===== config.mk =====
export PLATFORM = sky130hd
export DESIGN_NAME = add_round_key_stage
export DESIGN_NICKNAME = d
export VERILOG_FILES = /design/src/rtl/add_round_key_stage.sv
export SDC_FILE = /design/constraint.sdc
export NUM_CORES = 2
export LEC_CHECK = 0
export CORE_ASPECT_RATIO = 2
export CORE_MARGIN = 2
export CORE_UTILIZATION = 50
export CTS_BUF_LIST = sky130_fd_sc_hd__clkbuf_4 sky130_fd_sc_hd__clkbuf_8
export DETAILED_ROUTE_END_ITERATION = 7
export PLACE_DENSITY = 0.69
export SLEW_MARGIN = 10
export SYNTH_ARGS = -nofsm -noshare
export SYNTH_HDL_FRONTEND = slang
export SYNTH_SLANG_ARGS = --single-unit

===== constraint.sdc =====
create_clock -name clk -period 2.95 [get_ports clk]
set_input_delay 0.59 -clock clk [delete_from_list [all_inputs] [get_ports clk]]
set_output_delay 0.59 -clock clk [all_outputs]
set_load 0.01 [all_outputs]

===== src/rtl/add_round_key_stage.sv =====
// add_round_key_stage: AES AddRoundKey stage placed after mixColumns.
// Holds NR+1 round keys, loaded one 32-bit word at a time. Each accepted state
// is XORed with the key of the current round and registered behind a
// valid/ready handshake.
// Valid/ready rule: a beat moves when valid && ready are both high at a rising
// clock edge. A producer holds its data stable while valid is high and ready is low.
// Build option ADD_ROUND_KEY_SKID_EN: when defined, a 2-entry skid buffer is used
// and in_ready comes from a register, so it has no combinational path from out_ready.
module add_round_key_stage #(
    parameter int NR = 10
) (
    input  logic         clk,
    input  logic         rst_n,
    input  logic         key_wr_en,
    input  logic [5:0]   key_wr_addr,
    input  logic [31:0]  key_wr_data,
    input  logic         key_clear,
    output logic         key_loaded,
    input  logic         in_valid,
    output logic         in_ready,
    input  logic         in_first,
    input  logic [127:0] in_state,
    output logic         out_valid,
    input  logic         out_ready,
    output logic [127:0] out_state,
    output logic [3:0]   out_round,
    output logic         out_last
);
    localparam int         NW         = 4 * (NR + 1);
    localparam logic [6:0] NW_L       = 7'(NW);
    localparam logic [3:0] LAST_ROUND = 4'(NR);

    logic [31:0]   key_mem [NW];
    logic [NW-1:0] mask_q, mask_d;
    logic          key_loaded_q, key_loaded_d;
    logic [3:0]    cnt_q, cnt_d;
    logic          wr_acc;
    logic          accept;
    logic [3:0]    round_sel;
    logic [5:0]    rk_base;
    logic [127:0]  round_key;
    // A beat is packed as {last, round[3:0], state[127:0]}.
    logic [132:0]  new_beat;
    logic          out_valid_q, out_valid_d;
    logic [132:0]  out_beat_q, out_beat_d;

    assign key_loaded = key_loaded_q;
    assign out_valid  = out_valid_q;
    assign out_last   = out_beat_q[132];
    assign out_round  = out_beat_q[131:128];
    assign out_state  = out_beat_q[127:0];
    assign accept     = in_valid && in_ready;

    // Key words are written only while unloaded, in range, and not being cleared.
    always_comb begin
        wr_acc = key_wr_en && !key_loaded_q && !key_clear && ({1'b0, key_wr_addr} < NW_L);
    end

    // Key store has no reset; it holds valid data only once key_loaded is set.
    always_ff @(posedge clk) begin
        if (wr_acc) begin
            key_mem[key_wr_addr] <= key_wr_data;
        end
    end

    // Pick the round, read its four key words, and form the outgoing beat.
    always_comb begin
        round_sel = in_first ? 4'd0 : cnt_q;
        rk_base   = {round_sel, 2'b00};
        round_key = {key_mem[rk_base], key_mem[rk_base + 6'd1],
                     key_mem[rk_base + 6'd2], key_mem[rk_base + 6'd3]};
        new_beat  = {(round_sel == LAST_ROUND), round_sel, in_state ^ round_key};
    end

    // Write mask, loaded flag and round counter. A clear overrides everything else.
    always_comb begin
        mask_d       = mask_q;
        key_loaded_d = &mask_q;
        cnt_d        = cnt_q;
        if (wr_acc) begin
            mask_d[key_wr_addr] = 1'b1;
        end
        if (accept) begin
            cnt_d = (round_sel == LAST_ROUND) ? 4'd0 : round_sel + 4'd1;
        end
        if (key_clear) begin
            mask_d       = '0;
            key_loaded_d = 1'b0;
            cnt_d        = 4'd0;
        end
    end

    // Control state registers.
    always_ff @(posedge clk or negedge rst_n) begin
        if (!rst_n) begin
            mask_q       <= '0;
            key_loaded_q <= 1'b0;
            cnt_q        <= 4'd0;
        end else begin
            mask_q       <= mask_d;
            key_loaded_q <= key_loaded_d;
            cnt_q        <= cnt_d;
        end
    end

`ifdef ADD_ROUND_KEY_SKID_EN
    logic         skid_valid_q, skid_valid_d;
    logic [132:0] skid_beat_q, skid_beat_d;
    logic         in_ready_q, in_ready_d;

    assign in_ready = in_ready_q;

    // Output and skid steering. A beat that arrives during a stall goes into the skid slot.
    always_comb begin
        out_valid_d  = out_valid_q;
        out_beat_d   = out_beat_q;
        skid_valid_d = skid_valid_q;
        skid_beat_d  = skid_beat_q;
        if (skid_valid_q) begin
            if (out_ready) begin
                out_beat_d   = skid_beat_q;
                skid_valid_d = 1'b0;
            end
        end else if (accept) begin
            if (!out_valid_q || out_ready) begin
                out_valid_d = 1'b1;
                out_beat_d  = new_beat;
            end else begin
                skid_valid_d = 1'b1;
                skid_beat_d  = new_beat;
            end
        end else if (out_ready) begin
            out_valid_d = 1'b0;
        end
        in_ready_d = key_loaded_d && !skid_valid_d;
    end

    // Output, skid and ready registers.
    always_ff @(posedge clk or negedge rst_n) begin
        if (!rst_n) begin
            out_valid_q  <= 1'b0;
            out_beat_q   <= '0;
            skid_valid_q <= 1'b0;
            skid_beat_q  <= '0;
            in_ready_q   <= 1'b0;
        end else begin
            out_valid_q  <= out_valid_d;
            out_beat_q   <= out_beat_d;
            skid_valid_q <= skid_valid_d;
            skid_beat_q  <= skid_beat_d;
            in_ready_q   <= in_ready_d;
        end
    end
`else
    assign in_ready = key_loaded_q && (!out_valid_q || out_ready);

    // Single output register: load on accept, otherwise empty it when downstream takes it.
    always_comb begin
        out_valid_d = out_valid_q;
        out_beat_d  = out_beat_q;
        if (accept) begin
            out_valid_d = 1'b1;
            out_beat_d  = new_beat;
        end else if (out_ready) begin
            out_valid_d = 1'b0;
        end
    end

    // Output registers.
    always_ff @(posedge clk or negedge rst_n) begin
        if (!rst_n) begin
            out_valid_q <= 1'b0;
            out_beat_q  <= '0;
        end else begin
            out_valid_q <= out_valid_d;
            out_beat_q  <= out_beat_d;
        end
    end
`endif

endmodule


# Word level (Yosys, flattened, before mapping)
# Memory sizes are Yosys's and may differ from the RTL's.
# Index checks and enable logic that the tools add are counted.
[classes]
add_sub_neg = 4
magnitude_cmp = 3
n_eq_ne = 1
n_mux = 13
n_bitwise = 2
reduce_logical = 14
[op_table]
columns = ["cell", "n"]
rows = [
  ["128-bit XOR", 1],
  ["44-bit 2-to-1 mux", 2],
  ["44-bit bitwise OR", 1],
  ["44-bit AND reduction", 1],
  ["4-bit 2-to-1 mux", 4],
  ["6-bit by 2-bit adder with 6-bit output (second input constant)", 2],
  ["6-bit by 7-bit < comparator with 1-bit output (second input constant)", 1],
  ["6-bit by 1-bit adder with 6-bit output (second input constant)", 1],
  ["1-bit demux with 6-bit select", 1],
  ["6-bit by 1-bit >= comparator with 1-bit output (second input constant)", 1],
  ["1-bit logical AND", 6],
  ["6-bit < comparator (second input constant)", 1],
  ["1-bit 2-to-1 mux", 6],
  ["2-bit nonzero test", 3],
  ["4-bit by 1-bit adder with 4-bit output (second input constant)", 1],
  ["4-bit equality test (second input constant)", 1],
  ["1-bit logical NOT", 3],
  ["1-bit logical OR", 1],
]
[totals]
register_bits = 183
ramBits = 1408
word_cells = 43
n_memories = 1
[mem_list]
columns = ["name", "words", "width", "rd", "rd_clocked_by_memory_dff", "write_ports", "line_no", "rtl"]
rows = [
  ["key_mem", 44, 32, 4, 0, 1, "33", "logic [31:0] key_mem [NW];"],
]

# Longest topological paths before layout
[depth]
word_depth = 7
depth_mapped = 12

# Worst setup path before layout
# OpenSTA, ideal clock, no wires.
[synth_timing]
path_type = "input to register"
from = "in key_wr_addr[4]"
to = "mem key_mem[42][0] (enable)"
setup_time_ns = 0.423
arrival_time_ns = 2.663
required_ns = 2.527
setup_slack_ns = -0.135
stages = 3
n_path_buf = 0
path_cell_list = "nand4bb_1 -> or3b_2 -> nor2_1"
[synth_between]
elab_chain_cells = 4
[synth_rtl]
columns = ["element", "line_no", "rtl"]
rows = [
  ["start, declared", "15", "input logic [5:0] key_wr_addr,"],
  ["6-bit < comparator", "56", "wr_acc = key_wr_en && !key_loaded_q && !key_clear && ({1'b0, key_wr_addr} < NW_L);"],
  ["1-bit logical AND", "56", ""],
  ["1-bit 2-to-1 mux", "61", "if (wr_acc) begin"],
  ["1-bit 2-to-1 mux (implied by the code)", "62", "key_mem[key_wr_addr] <= key_wr_data;"],
  ["end, declared", "33", ""],
]
# Several ways; a longest one is shown, not always the timed one.

# Worst setup path in the final report
[layout_timing]
from = "reg key_loaded_q (netlist: key_loaded)"
to = "out in_ready"
[layout_between]
elab_chain_cells = 1
[layout_rtl]
columns = ["element", "line_no", "rtl"]
rows = [
  ["start, declared", "35", "logic key_loaded_q, key_loaded_d;"],
  ["start signal, assigned", "101", "key_loaded_q <= key_loaded_d;"],
  ["1-bit logical AND", "155", "assign in_ready = key_loaded_q && (!out_valid_q || out_ready);"],
  ["end, declared", "20", "output logic in_ready,"],
]
# No other way between the ends.

==> results.sh <==
export IMPL_finalWorstSetupSlack_ns=0.152
export IMPL_avgSynthCellArea_um2=15.7
export IMPL_gp_congestion=0.814
export IMPL_critical_path_class="reg2out"
export IMPL_pre_cts_ws_ns=0.0430
export IMPL_numCtsBuffers=201
export IMPL_grt_pass1_vias=39300
export IMPL_coreArea_um2=124000
export IMPL_drt_iter0_drc=3382
export IMPL_worstSkewPairLatency_ns=0.91
export IMPL_cts_sinks=1591
export IMPL_hpwlAfterDp_um=105000
export IMPL_h_tree_depth=4
export IMPL_crit_required_ns=2.36
export IMPL_critPathTopFamily="flip-flops"
export IMPL_avgViaCountPerCell=6.13
export IMPL_drv_slew=0
export IMPL_row_count=183
export IMPL_fillerInstances=9173
export IMPL_r2r_cells=8
export IMPL_ys_types=43
export IMPL_cts_root_buf="clkbuf_8"
export IMPL_finalHoldViolCount=0
export IMPL_grt_antenna_before_repair=6
export IMPL_synth_area_leader_cell="edfxtp_1"
export IMPL_synth_edff_count=1408
export IMPL_drive_above_1_share_pct=18.8
export IMPL_ys_async_sr_fraction_pct=11.5
export IMPL_cp_buffers_inverters=1
export IMPL_start_util_pct=50.4
export IMPL_grtUsageTotal_pct=27.1
export IMPL_port_buffers=308
export IMPL_drt_first_pass_iters=7
export IMPL_syn_nets=4171
export IMPL_hold_path_class="in2async"
export IMPL_powerDensity_nw_per_um2=574
export IMPL_rsz0062_at_grt="false"
export IMPL_r2r_setup_slack_ns=0.23
export IMPL_final_util_pct=59.9
export IMPL_outcome="complete, no violations"
export IMPL_grt_ovfl_total=0
export IMPL_fin_crit_ns=2.80
export IMPL_final_cells=6330
export IMPL_drv_cap=0
export IMPL_clkTransAtPathRegs_ns=0.07
export IMPL_cp_start_kind="flip-flop"
export IMPL_dpl_cell_count=5943
export IMPL_slew_headroom_pct=28.1
export IMPL_grt_max_degree=122
export IMPL_r2r_end="out_beat_q[68]"
export IMPL_clockBufferDepth=3
export IMPL_cp_slowest_cell="dfrtp_1"
export IMPL_grt_pass1_wl_um=253000
export IMPL_end_kind="output pin"
export IMPL_tightest_slew_ns=1.08
export IMPL_wl_um=173000
export IMPL_die_area_um2=128000
export IMPL_ys_warn_count=0
export IMPL_wl_per_cell_um=27.4
export IMPL_synth_seq_area_share_pct=74.8
export IMPL_synth_most_common_cell="edfxtp_1"
export IMPL_cts_tree="built"
export IMPL_synth_cell_area_um2=62700
export IMPL_reg2reg_from="cnt_q[0]"
export IMPL_whs_ns=0.119
export IMPL_syn2layout_area_growth_pct=18.8
export IMPL_die_y_um=505
export IMPL_synth_area_top_cells="edfxtp_1, dfrtp_1, mux2_2"
export IMPL_ant_nets=0
export IMPL_io_pins=309
export IMPL_path_max_fanout=8
export IMPL_vdd_drop_max_mv=0.469
export IMPL_timing_fmax_mhz=357
export IMPL_synthCells=3996
export IMPL_fin_skew_ns=0.0255
export IMPL_leakagePower_nw=24.7
export IMPL_tns_ns=0
export IMPL_synthTopCellsByCount="edfxtp_1, nor2_1, o21ai_0"
export IMPL_synthFlopType="edfxtp_1"
export IMPL_final_period_utilization_pct=94.9
export IMPL_setup_violations=0
export IMPL_critPathArrivalTime_ns=2.21
export IMPL_cpPeakStageDelay_ns=0.58
export IMPL_crit_chain="and2_1 -> clkdlybuf4s50_1"
export IMPL_ys_ff_latch=1591
export IMPL_yosys_area_top_type_share_pct=67.5
export IMPL_dr_total_vias=38800
export IMPL_drc_errors=0
export IMPL_dieWidth_um=254
export IMPL_nets=4658
[final cells by class]
cell class                 count  area (um^2)  area share, %
antenna                        7         17.5         0.0235
clock buffer                 275         3420           4.59
clock inverter               103          960           1.29
inverter                       2         7.51         0.0101
multi-input combinational   2122        14900           20.0
sequential                  1591        46900           62.9
tap                         1665         2080           2.80
timing repair buffer         565         6260           8.40
[layout by cell type, fill, tap and decap left out, types with 10 or more instances in the layout]
master,synthesis,routed
or3_1,130,130
mux2_1,90,90
dfrtp_1,183,181
clkdlybuf4s50_1,0,273
clkinvlp_4,0,13
a221oi_1,128,128
clkinv_1,0,31
o22ai_1,128,128
mux2_2,166,166
a2bb2oi_1,128,128
o21ai_0,350,350
bufinv_16,0,17
buf_4,17,144
nor2_1,370,325
clkbuf_4,0,59
nand2_1,15,15
buf_12,0,112
o21ba_2,13,12
edfxtp_1,1408,1408
nor3b_1,129,129
o21ai_1,41,41
buf_2,75,33
nand4_1,10,10
mux2i_1,128,128
nor2_4,0,45
a31oi_1,256,256
clkinv_2,0,36
clkbuf_8,0,216
[layer usage]
metal	routed length, um	vias up	global-route usage [%]
met1	63000	19800	32.4
met5	30	-	0
met2	88600	1664	46.5
met4	9630	4	14.6
li1	-	16900	-
met3	12000	371	4.24
[flip-flops by register name (all words and copies together) (netlist names)]
register and cells:
cnt_q 4, key_loaded 1, key_mem 1408, mask_q 44, out_beat_q 133, out_valid 1
[power by group]
part           internal, mW  switching (mW)
clock                  9.06            8.01
sequential             24.6          0.0183
combinational         0.323           0.726
total                  34.0            8.75
[cell families after synthesis]
logic type                 Yosys count  share of synthesized area (%)
DFF                               1591                           74.8
AOI/OAI and AO/OA                 1049                           10.8
and+or+nand+nor                    686                           5.61
muxes                              384                           6.64
buffers and inverters              283                           2.15
adders and majority gates            2                         0.0399
xor gates and xnor gates             1                         0.0140
[worst max path at each step]
stage / end / depth (start not counted) / slack [ns] / startpoint
global route: out_beat_q[68] / 8 / 0.05 / cnt_q[0]
CTS: in_ready / 2 / 0.09 / key_loaded
floorplan: key_mem[42][0] / 3 / -0.14 / key_wr_addr[4]
detailed placement: key_mem[31][13] / 7 / 0.04 / key_wr_en
global placement: key_mem[31][23] / 7 / 0.01 / key_wr_en
finish: in_ready / 2 / 0.15 / key_loaded
[worst register-to-register path, cell delays in order, from the launching register on]
cell,delay [ns]
dfrtp_4,0.62
buf_12,0.25
buf_12,0.27
buf_4,0.26
mux2_2,0.35
o21ai_0,0.21
a2bb2oi_1,0.40
or3_1,0.18
a31oi_1,0.08
[metrics by stage]
| stage | total power, mW | area [um^2] |
|---|---|---|
| 2_1_floorplan | 25.2 | 62700 |
| 3_3_place_gp | 26.1 | 70100 |
| 3_5_place_dp | 26.1 | 70100 |
| 4_1_cts | 43.0 | 74500 |
| 5_1_grt | 43.8 | 74500 |
| 6_report | 42.7 | 74500 |
[repair_timing]
| item | in CTS | in global routing |
|---|---|---|
| buffers inserted | 0 | 0 |
| endpoints found under the hold margin | 187 | 0 |
| gates resized for setup | 0 | 0 |
| hold buffers | 2 | 0 |
Note: power is estimated with default switching activity, not from simulation.
